`src/rtl/cpu_pkg.sv`:
```
// Shared encodings for simple_cpu: opcodes, controller states and datapath select codes.
// The datapath decode imports this package as well.
package cpu_pkg;

    localparam logic [3:0] OP_NOP = 4'h0;
    localparam logic [3:0] OP_LDI = 4'h1;
    localparam logic [3:0] OP_LDA = 4'h2;
    localparam logic [3:0] OP_STA = 4'h3;
    localparam logic [3:0] OP_ADD = 4'h4;
    localparam logic [3:0] OP_SUB = 4'h5;
    localparam logic [3:0] OP_AND = 4'h6;
    localparam logic [3:0] OP_OR  = 4'h7;
    localparam logic [3:0] OP_JMP = 4'h8;
    localparam logic [3:0] OP_JZ  = 4'h9;
    localparam logic [3:0] OP_JC  = 4'hA;
    localparam logic [3:0] OP_HLT = 4'hF;

    typedef enum logic [2:0] {
        ST_IDLE   = 3'd0,
        ST_FETCH  = 3'd1,
        ST_FWAIT  = 3'd2,
        ST_DECODE = 3'd3,
        ST_MWAIT  = 3'd4,
        ST_EXEC   = 3'd5,
        ST_HALT   = 3'd6
    } state_t;

    localparam logic [1:0] ACC_SRC_IMM = 2'd0;
    localparam logic [1:0] ACC_SRC_MEM = 2'd1;
    localparam logic [1:0] ACC_SRC_ALU = 2'd2;

    localparam logic [1:0] ALU_ADD = 2'd0;
    localparam logic [1:0] ALU_SUB = 2'd1;
    localparam logic [1:0] ALU_AND = 2'd2;
    localparam logic [1:0] ALU_OR  = 2'd3;

    // Opcodes that need a data-RAM operand read before EXEC.
    function automatic logic is_mem_op(input logic [3:0] op);
        case (op)
            OP_LDA, OP_ADD, OP_SUB, OP_AND, OP_OR: is_mem_op = 1'b1;
            default:                               is_mem_op = 1'b0;
        endcase
    endfunction

endpackage

```
`src/rtl/cpu_control_unit.sv`:
```
// Multi-cycle sequencer for simple_cpu: FETCH, FWAIT, DECODE, optional MWAIT, EXEC, with
// run/single-step control and a sticky HALT. Strobes decode combinationally from state + opcode.
module cpu_control_unit
    import cpu_pkg::*;
#(
    parameter int MEM_LATENCY = 1,
    parameter int CNT_W       = 16
) (
    input  logic             clk_50mhz,
    input  logic             key0_n,
    input  logic             run_en,
    input  logic             step_req,
    input  logic [3:0]       opcode,
    input  logic             acc_zero,
    input  logic             carry_flag,
    output logic             pc_inc,
    output logic             pc_load,
    output logic             ir_load,
    output logic             addr_sel,
    output logic             mem_rd,
    output logic             mem_we,
    output logic             acc_load,
    output logic [1:0]       acc_src,
    output logic [1:0]       alu_op,
    output logic             flags_load,
    output logic             halted,
    output logic             illegal,
    output logic [2:0]       state_out,
    output logic [CNT_W-1:0] instr_count
);

    localparam logic [1:0] WAIT_INIT = 2'(MEM_LATENCY - 1);

    state_t           r_state;
    logic [1:0]       r_wait_cnt;
    logic [CNT_W-1:0] r_instr_count;

    state_t w_next;
    logic   w_complete;
    logic   w_wait_load;

    // Next-state and strobe decode from the registered state and the IR opcode.
    always_comb begin
        w_next      = r_state;
        w_complete  = 1'b0;
        w_wait_load = 1'b0;
        pc_inc      = 1'b0;
        pc_load     = 1'b0;
        ir_load     = 1'b0;
        addr_sel    = 1'b0;
        mem_rd      = 1'b0;
        mem_we      = 1'b0;
        acc_load    = 1'b0;
        acc_src     = ACC_SRC_IMM;
        alu_op      = ALU_ADD;
        flags_load  = 1'b0;
        illegal     = 1'b0;
        case (r_state)
            ST_IDLE: begin
                if (run_en || step_req) begin
                    w_next = ST_FETCH;
                end else begin
                    w_next = ST_IDLE;
                end
            end
            ST_FETCH: begin
                mem_rd      = 1'b1;
                w_wait_load = 1'b1;
                w_next      = ST_FWAIT;
            end
            ST_FWAIT: begin
                if (r_wait_cnt == 2'd0) begin
                    ir_load = 1'b1;
                    pc_inc  = 1'b1;
                    w_next  = ST_DECODE;
                end else begin
                    w_next  = ST_FWAIT;
                end
            end
            ST_DECODE: begin
                case (opcode)
                    OP_NOP: w_complete = 1'b1;
                    OP_LDI: begin
                        acc_load   = 1'b1;
                        acc_src    = ACC_SRC_IMM;
                        w_complete = 1'b1;
                    end
                    OP_LDA, OP_ADD, OP_SUB, OP_AND, OP_OR: begin
                        mem_rd      = 1'b1;
                        addr_sel    = 1'b1;
                        w_wait_load = 1'b1;
                        w_next      = ST_MWAIT;
                    end
                    OP_STA: begin
                        mem_we     = 1'b1;
                        addr_sel   = 1'b1;
                        w_complete = 1'b1;
                    end
                    OP_JMP: begin
                        pc_load    = 1'b1;
                        w_complete = 1'b1;
                    end
                    OP_JZ: begin
                        pc_load    = acc_zero;
                        w_complete = 1'b1;
                    end
                    OP_JC: begin
                        pc_load    = carry_flag;
                        w_complete = 1'b1;
                    end
                    OP_HLT: w_next = ST_HALT;
                    default: begin
                        illegal    = 1'b1;
                        w_complete = 1'b1;
                    end
                endcase
            end
            ST_MWAIT: begin
                if (r_wait_cnt == 2'd0) begin
                    w_next = ST_EXEC;
                end else begin
                    w_next = ST_MWAIT;
                end
            end
            ST_EXEC: begin
                if (opcode == OP_LDA) begin
                    acc_load = 1'b1;
                    acc_src  = ACC_SRC_MEM;
                end else if (is_mem_op(opcode)) begin
                    acc_load   = 1'b1;
                    acc_src    = ACC_SRC_ALU;
                    alu_op     = 2'(opcode - OP_ADD);
                    flags_load = 1'b1;
                end else begin
                    acc_load = 1'b0;
                end
                w_complete = 1'b1;
            end
            ST_HALT: w_next = ST_HALT;
            default: w_next = ST_IDLE;
        endcase
        // Retiring instructions chain straight into the next fetch only while free-running.
        if (w_complete) begin
            w_next = run_en ? ST_FETCH : ST_IDLE;
        end else begin
            w_complete = 1'b0;
        end
    end

    // State register, RAM wait counter and retired-instruction counter.
    always_ff @(posedge clk_50mhz or negedge key0_n) begin
        if (!key0_n) begin
            r_state       <= ST_IDLE;
            r_wait_cnt    <= 2'd0;
            r_instr_count <= '0;
        end else begin
            r_state <= w_next;
            if (w_wait_load) begin
                r_wait_cnt <= WAIT_INIT;
            end else if (((r_state == ST_FWAIT) || (r_state == ST_MWAIT)) && (r_wait_cnt != 2'd0)) begin
                r_wait_cnt <= r_wait_cnt - 2'd1;
            end
            if (w_complete) begin
                r_instr_count <= r_instr_count + CNT_W'(1);
            end
        end
    end

    assign halted      = (r_state == ST_HALT);
    assign state_out   = r_state;
    assign instr_count = r_instr_count;

endmodule

```
`config.mk`:
```
export PLATFORM = sky130hd
export DESIGN_NAME = cpu_control_unit
export DESIGN_NICKNAME = d
export VERILOG_FILES = /design/src/rtl/cpu_pkg.sv /design/src/rtl/cpu_control_unit.sv
export SDC_FILE = /design/constraint.sdc
export NUM_CORES = 1
export LEC_CHECK = 0
export ABC_AREA = 1
export CELL_PAD_IN_SITES_DETAIL_PLACEMENT = 0
export CELL_PAD_IN_SITES_GLOBAL_PLACEMENT = 2
export CORE_MARGIN = 4
export CORE_UTILIZATION = 25
export CTS_CLUSTER_DIAMETER = 100
export CTS_CLUSTER_SIZE = 12
export DETAILED_ROUTE_END_ITERATION = 6
export PLACE_DENSITY = 0.81
export SYNTH_ARGS = -nofsm -noshare
export SYNTH_HDL_FRONTEND = slang
export SYNTH_SLANG_ARGS = --single-unit
```
`constraint.sdc`:
```
create_clock -name clk_50mhz -period 1.79 [get_ports clk_50mhz]
set_input_delay 0.2685 -clock clk_50mhz [delete_from_list [all_inputs] [get_ports clk_50mhz]]
set_output_delay 0.2685 -clock clk_50mhz [all_outputs]
set_load 0.005 [all_outputs]
```
==> flow_metrics.py <==
metrics = {
    "logic_synthesis": {
        "synth_nets": 223,
        "ys_seq_area_frac": 0.358,
        "synth_seq_cells": 21,
        "synth_area_um2": 1470,
        "syn-instance-count": 211,
        "syn_avg_cell_area_um2": 6.95,
        "ys_warn_count": 0,
        "yosysUniqueCellTypes": 27,
    },
    "final_layout": {
        "design_area_um2": 2200,
        "utilization": 0.392,
        "diodes": 0,
        "final_nets": 293,
        "drive_gt1_frac": 0.204,
        "syn_to_final_growth_pct": 50.0,
    },
    "grt": {
        "grt_pass1_wl_um": 7150,
        "antenna_found_initial": 0,
        "globalRouteOverflowTotal": 0,
        "grt_pass1_vias": 1554,
        "grtUsageTotal": 0.121,
        "grt_max_degree": 22,
    },
    "die": {
        "die_w_um": 84.6,
        "std_cell_rows": 27,
        "core_area_um2": 5610,
        "die-area_um2": 7150,
        "initial_core_util": 0.261,
        "die_h_um": 84.6,
        "io_pins": 43,
    },
    "setup_path": {
        "critical_path_class": "in -> out",
        "critical-path-max-stage-delay_ps": 440,
        "slowest_stage": "clkdlybuf4s50_1",
        "worst-r2r-cell-count": 8,
        "startpoint_type": "primary input",
        "cp_data_required_time_ps": 1520,
        "critPathArrivalTime_ps": 1460,
        "worstPathCellList": "clkdlybuf4s50_1 > inv_1 > nand2_1 > buf_4 > nor4_1 > dlygate4sd2_1",
        "worstPathMaxFanout": 3,
        "critPathCaptureType": "primary output",
    },
    "timing": {
        "timing.slew.headroom": 0.783,
        "timing.final.crit_share": 0.963,
        "min_period_ps": 1720,
        "fmax_mhz": 580,
        "tightest_slew_ps": 325,
        "setup_violations": 0,
        "hold_viol": 0,
        "timing.hold.ws_ps": 342,
        "rsz0062_at_grt": "false",
        "slew_violations": 0,
        "fin_worst_skew_ps": 2.08,
    },
    "place": {
        "place_area_um2": 2080,
        "port_buffers": 42,
        "detailed_place_hpwl_um": 3160,
        "routabilityCongestion": 0.787,
    },
    "worst_hold_path": {
        "hp-class": "in -> async",
    },
    "route": {
        "wirelength_um": 4170,
        "first_iter_violations": 72,
        "drc_errors": 0,
        "antenna_left": 0,
        "routedWlPerCell_um": 11.8,
        "firstDrtPassIters": 4,
        "vias": 1542,
        "vias_per_cell": 4.38,
    },
    "power_and_ir_drop": {
        "p_per_area_nw_per_um2": 951,
        "ir_drop_mv": 0.336,
        "p_leak_nw": 1.11,
    },
    "outcome": {
        "status": "completed",
    },
    "clock_tree": {
        "postCtsHoldBufs": 0,
        "cts.reportedPaths.clkPinSlew_ps": 90,
        "clk_latency_ps": 270,
        "htree_levels": 1,
        "tritoncts": "done",
        "cts_buffers": 3,
        "clock_sinks": 21,
        "cts.path.max_buffers": 2,
        "clockRootBuffer": "clkbuf_8",
    },
    "flow_run": {
        "maxCapViolations": 0,
    },
}
repair_timing:
action	4_1_cts	5_1_grt
gates resized for setup	19	16
endpoints found under the setup margin	14	10
setup buffers	2	4
pin swaps	1	1
cloned	0	0
metal layers:
| metal | track usage | share of wire |
|---|---|---|
| met1 | 0.149 | 0.46 |
| met2 | 0.212 | 0.49 |
| met3 | 0.0186 | 0.038 |
| met4 | 0.0432 | 0.014 |
| met5 | 0 | 0 |
cell type report:
class / instances / area [um2]
Clock buffer: 3 / 41.3
Multi-Input combinational cell: 164 / 836
Sequential cell: 21 / 527
Clock inverter: 1 / 7.51
Timing Repair Buffer: 71 / 623
Inverter: 20 / 75.1
Tap cell: 72 / 90.1
Fill cell: 624 / 3410
sequential cells by signal, summed over array words and instances (netlist names):
register	flops
state_out	3
instr_count	16
r_wait_cnt	2
cell usage in the layout (no fill, tap or decap), types with 2 or more instances in the layout:
| master | instances |
|---|---|
| nor2_2 | 5 |
| nor4_1 | 2 |
| nand2_4 | 2 |
| buf_4 | 29 |
| inv_2 | 2 |
| dlymetal6s2s_1 | 5 |
| dfrtp_1 | 20 |
| xnor2_1 | 4 |
| nand2_1 | 74 |
| ha_1 | 2 |
| xor2_1 | 5 |
| a21oi_1 | 4 |
| inv_1 | 18 |
| nand4_1 | 4 |
| nor2_1 | 20 |
| dlygate4sd2_1 | 6 |
| clkbuf_8 | 3 |
| nand2_2 | 2 |
| o21ai_0 | 5 |
| nand3_1 | 25 |
| clkdlybuf4s50_1 | 27 |
| clkbuf_2 | 4 |
cells in the mapped netlist (all sizes together):
| cell | instances | area (um2) |
|---|---|---|
| or2 | 1 | 6.26 |
| clkbuf | 2 | 27.5 |
| nand3 | 27 | 140 |
| a21oi | 5 | 25.0 |
| xor2 | 5 | 43.8 |
| buf | 4 | 41.3 |
| a211oi | 1 | 7.51 |
| nor4 | 2 | 12.5 |
| xnor2 | 4 | 35.0 |
| nand2 | 78 | 313 |
| nor3 | 3 | 26.3 |
| nor2 | 25 | 98.8 |
| o22ai | 1 | 6.26 |
| inv | 20 | 75.1 |
| a21boi | 1 | 7.51 |
| dfrtp | 21 | 526 |
| nand4 | 4 | 25.0 |
| ha | 2 | 25.0 |
| o21ai | 5 | 25.0 |
stage by stage:
step	total power, mW	cells	setup WS, ps	setup TNS (ps)
floorplan	1.22	211	358	0
global placement	1.69	342	-259	-2070
global route	2.26	352	9.29	0
detailed placement	1.70	342	-327	-2300
finish	2.09	352	65.8	0
CTS	2.07	348	-195	-545
kinds of logic (layout without fill, tap and decap cells):
family                     count (synthesis)  in the layout  share of synthesized area
AOI/OAI and AO/OA                         13             13                     0.0486
xor gates and xnor gates                   9              9                     0.0538
adders and majority gates                  2              2                     0.0171
buffers and inverters                     26             95                     0.0981
DFF                                       21             21                      0.358
and+or+nand+nor                          140            140                      0.424
power by group:
part | internal [mW] | total, mW | leakage (nW) | switching (mW)
Combinational | 0.555 | 1.10 | 0.807 | 0.540
Clock | 0.157 | 0.334 | 0.0217 | 0.176
Sequential | 0.567 | 0.664 | 0.282 | 0.0968
Total | 1.28 | 2.09 | 1.11 | 0.813
path summary, 6_finish.rpt:
kind                                 from               to  slack, ps
min reg2reg                 r_wait_cnt[0]    r_wait_cnt[0]        550
max                             opcode[0]       acc_src[0]         70
min                                key0_n     state_out[0]        340
max in group asynchronous          key0_n     state_out[0]       1210
max reg2reg                instr_count[0]  instr_count[10]        330
min in group clk_50mhz      r_wait_cnt[0]    r_wait_cnt[0]        550
critical path, delay by kind of cell:
| family | cells | cell delay [ps] |
|---|---|---|
| AND/OR/NAND/NOR | 2 | 270 |
| buffers and inverters | 4 | 920 |
(Power assumes the default switching activity.)
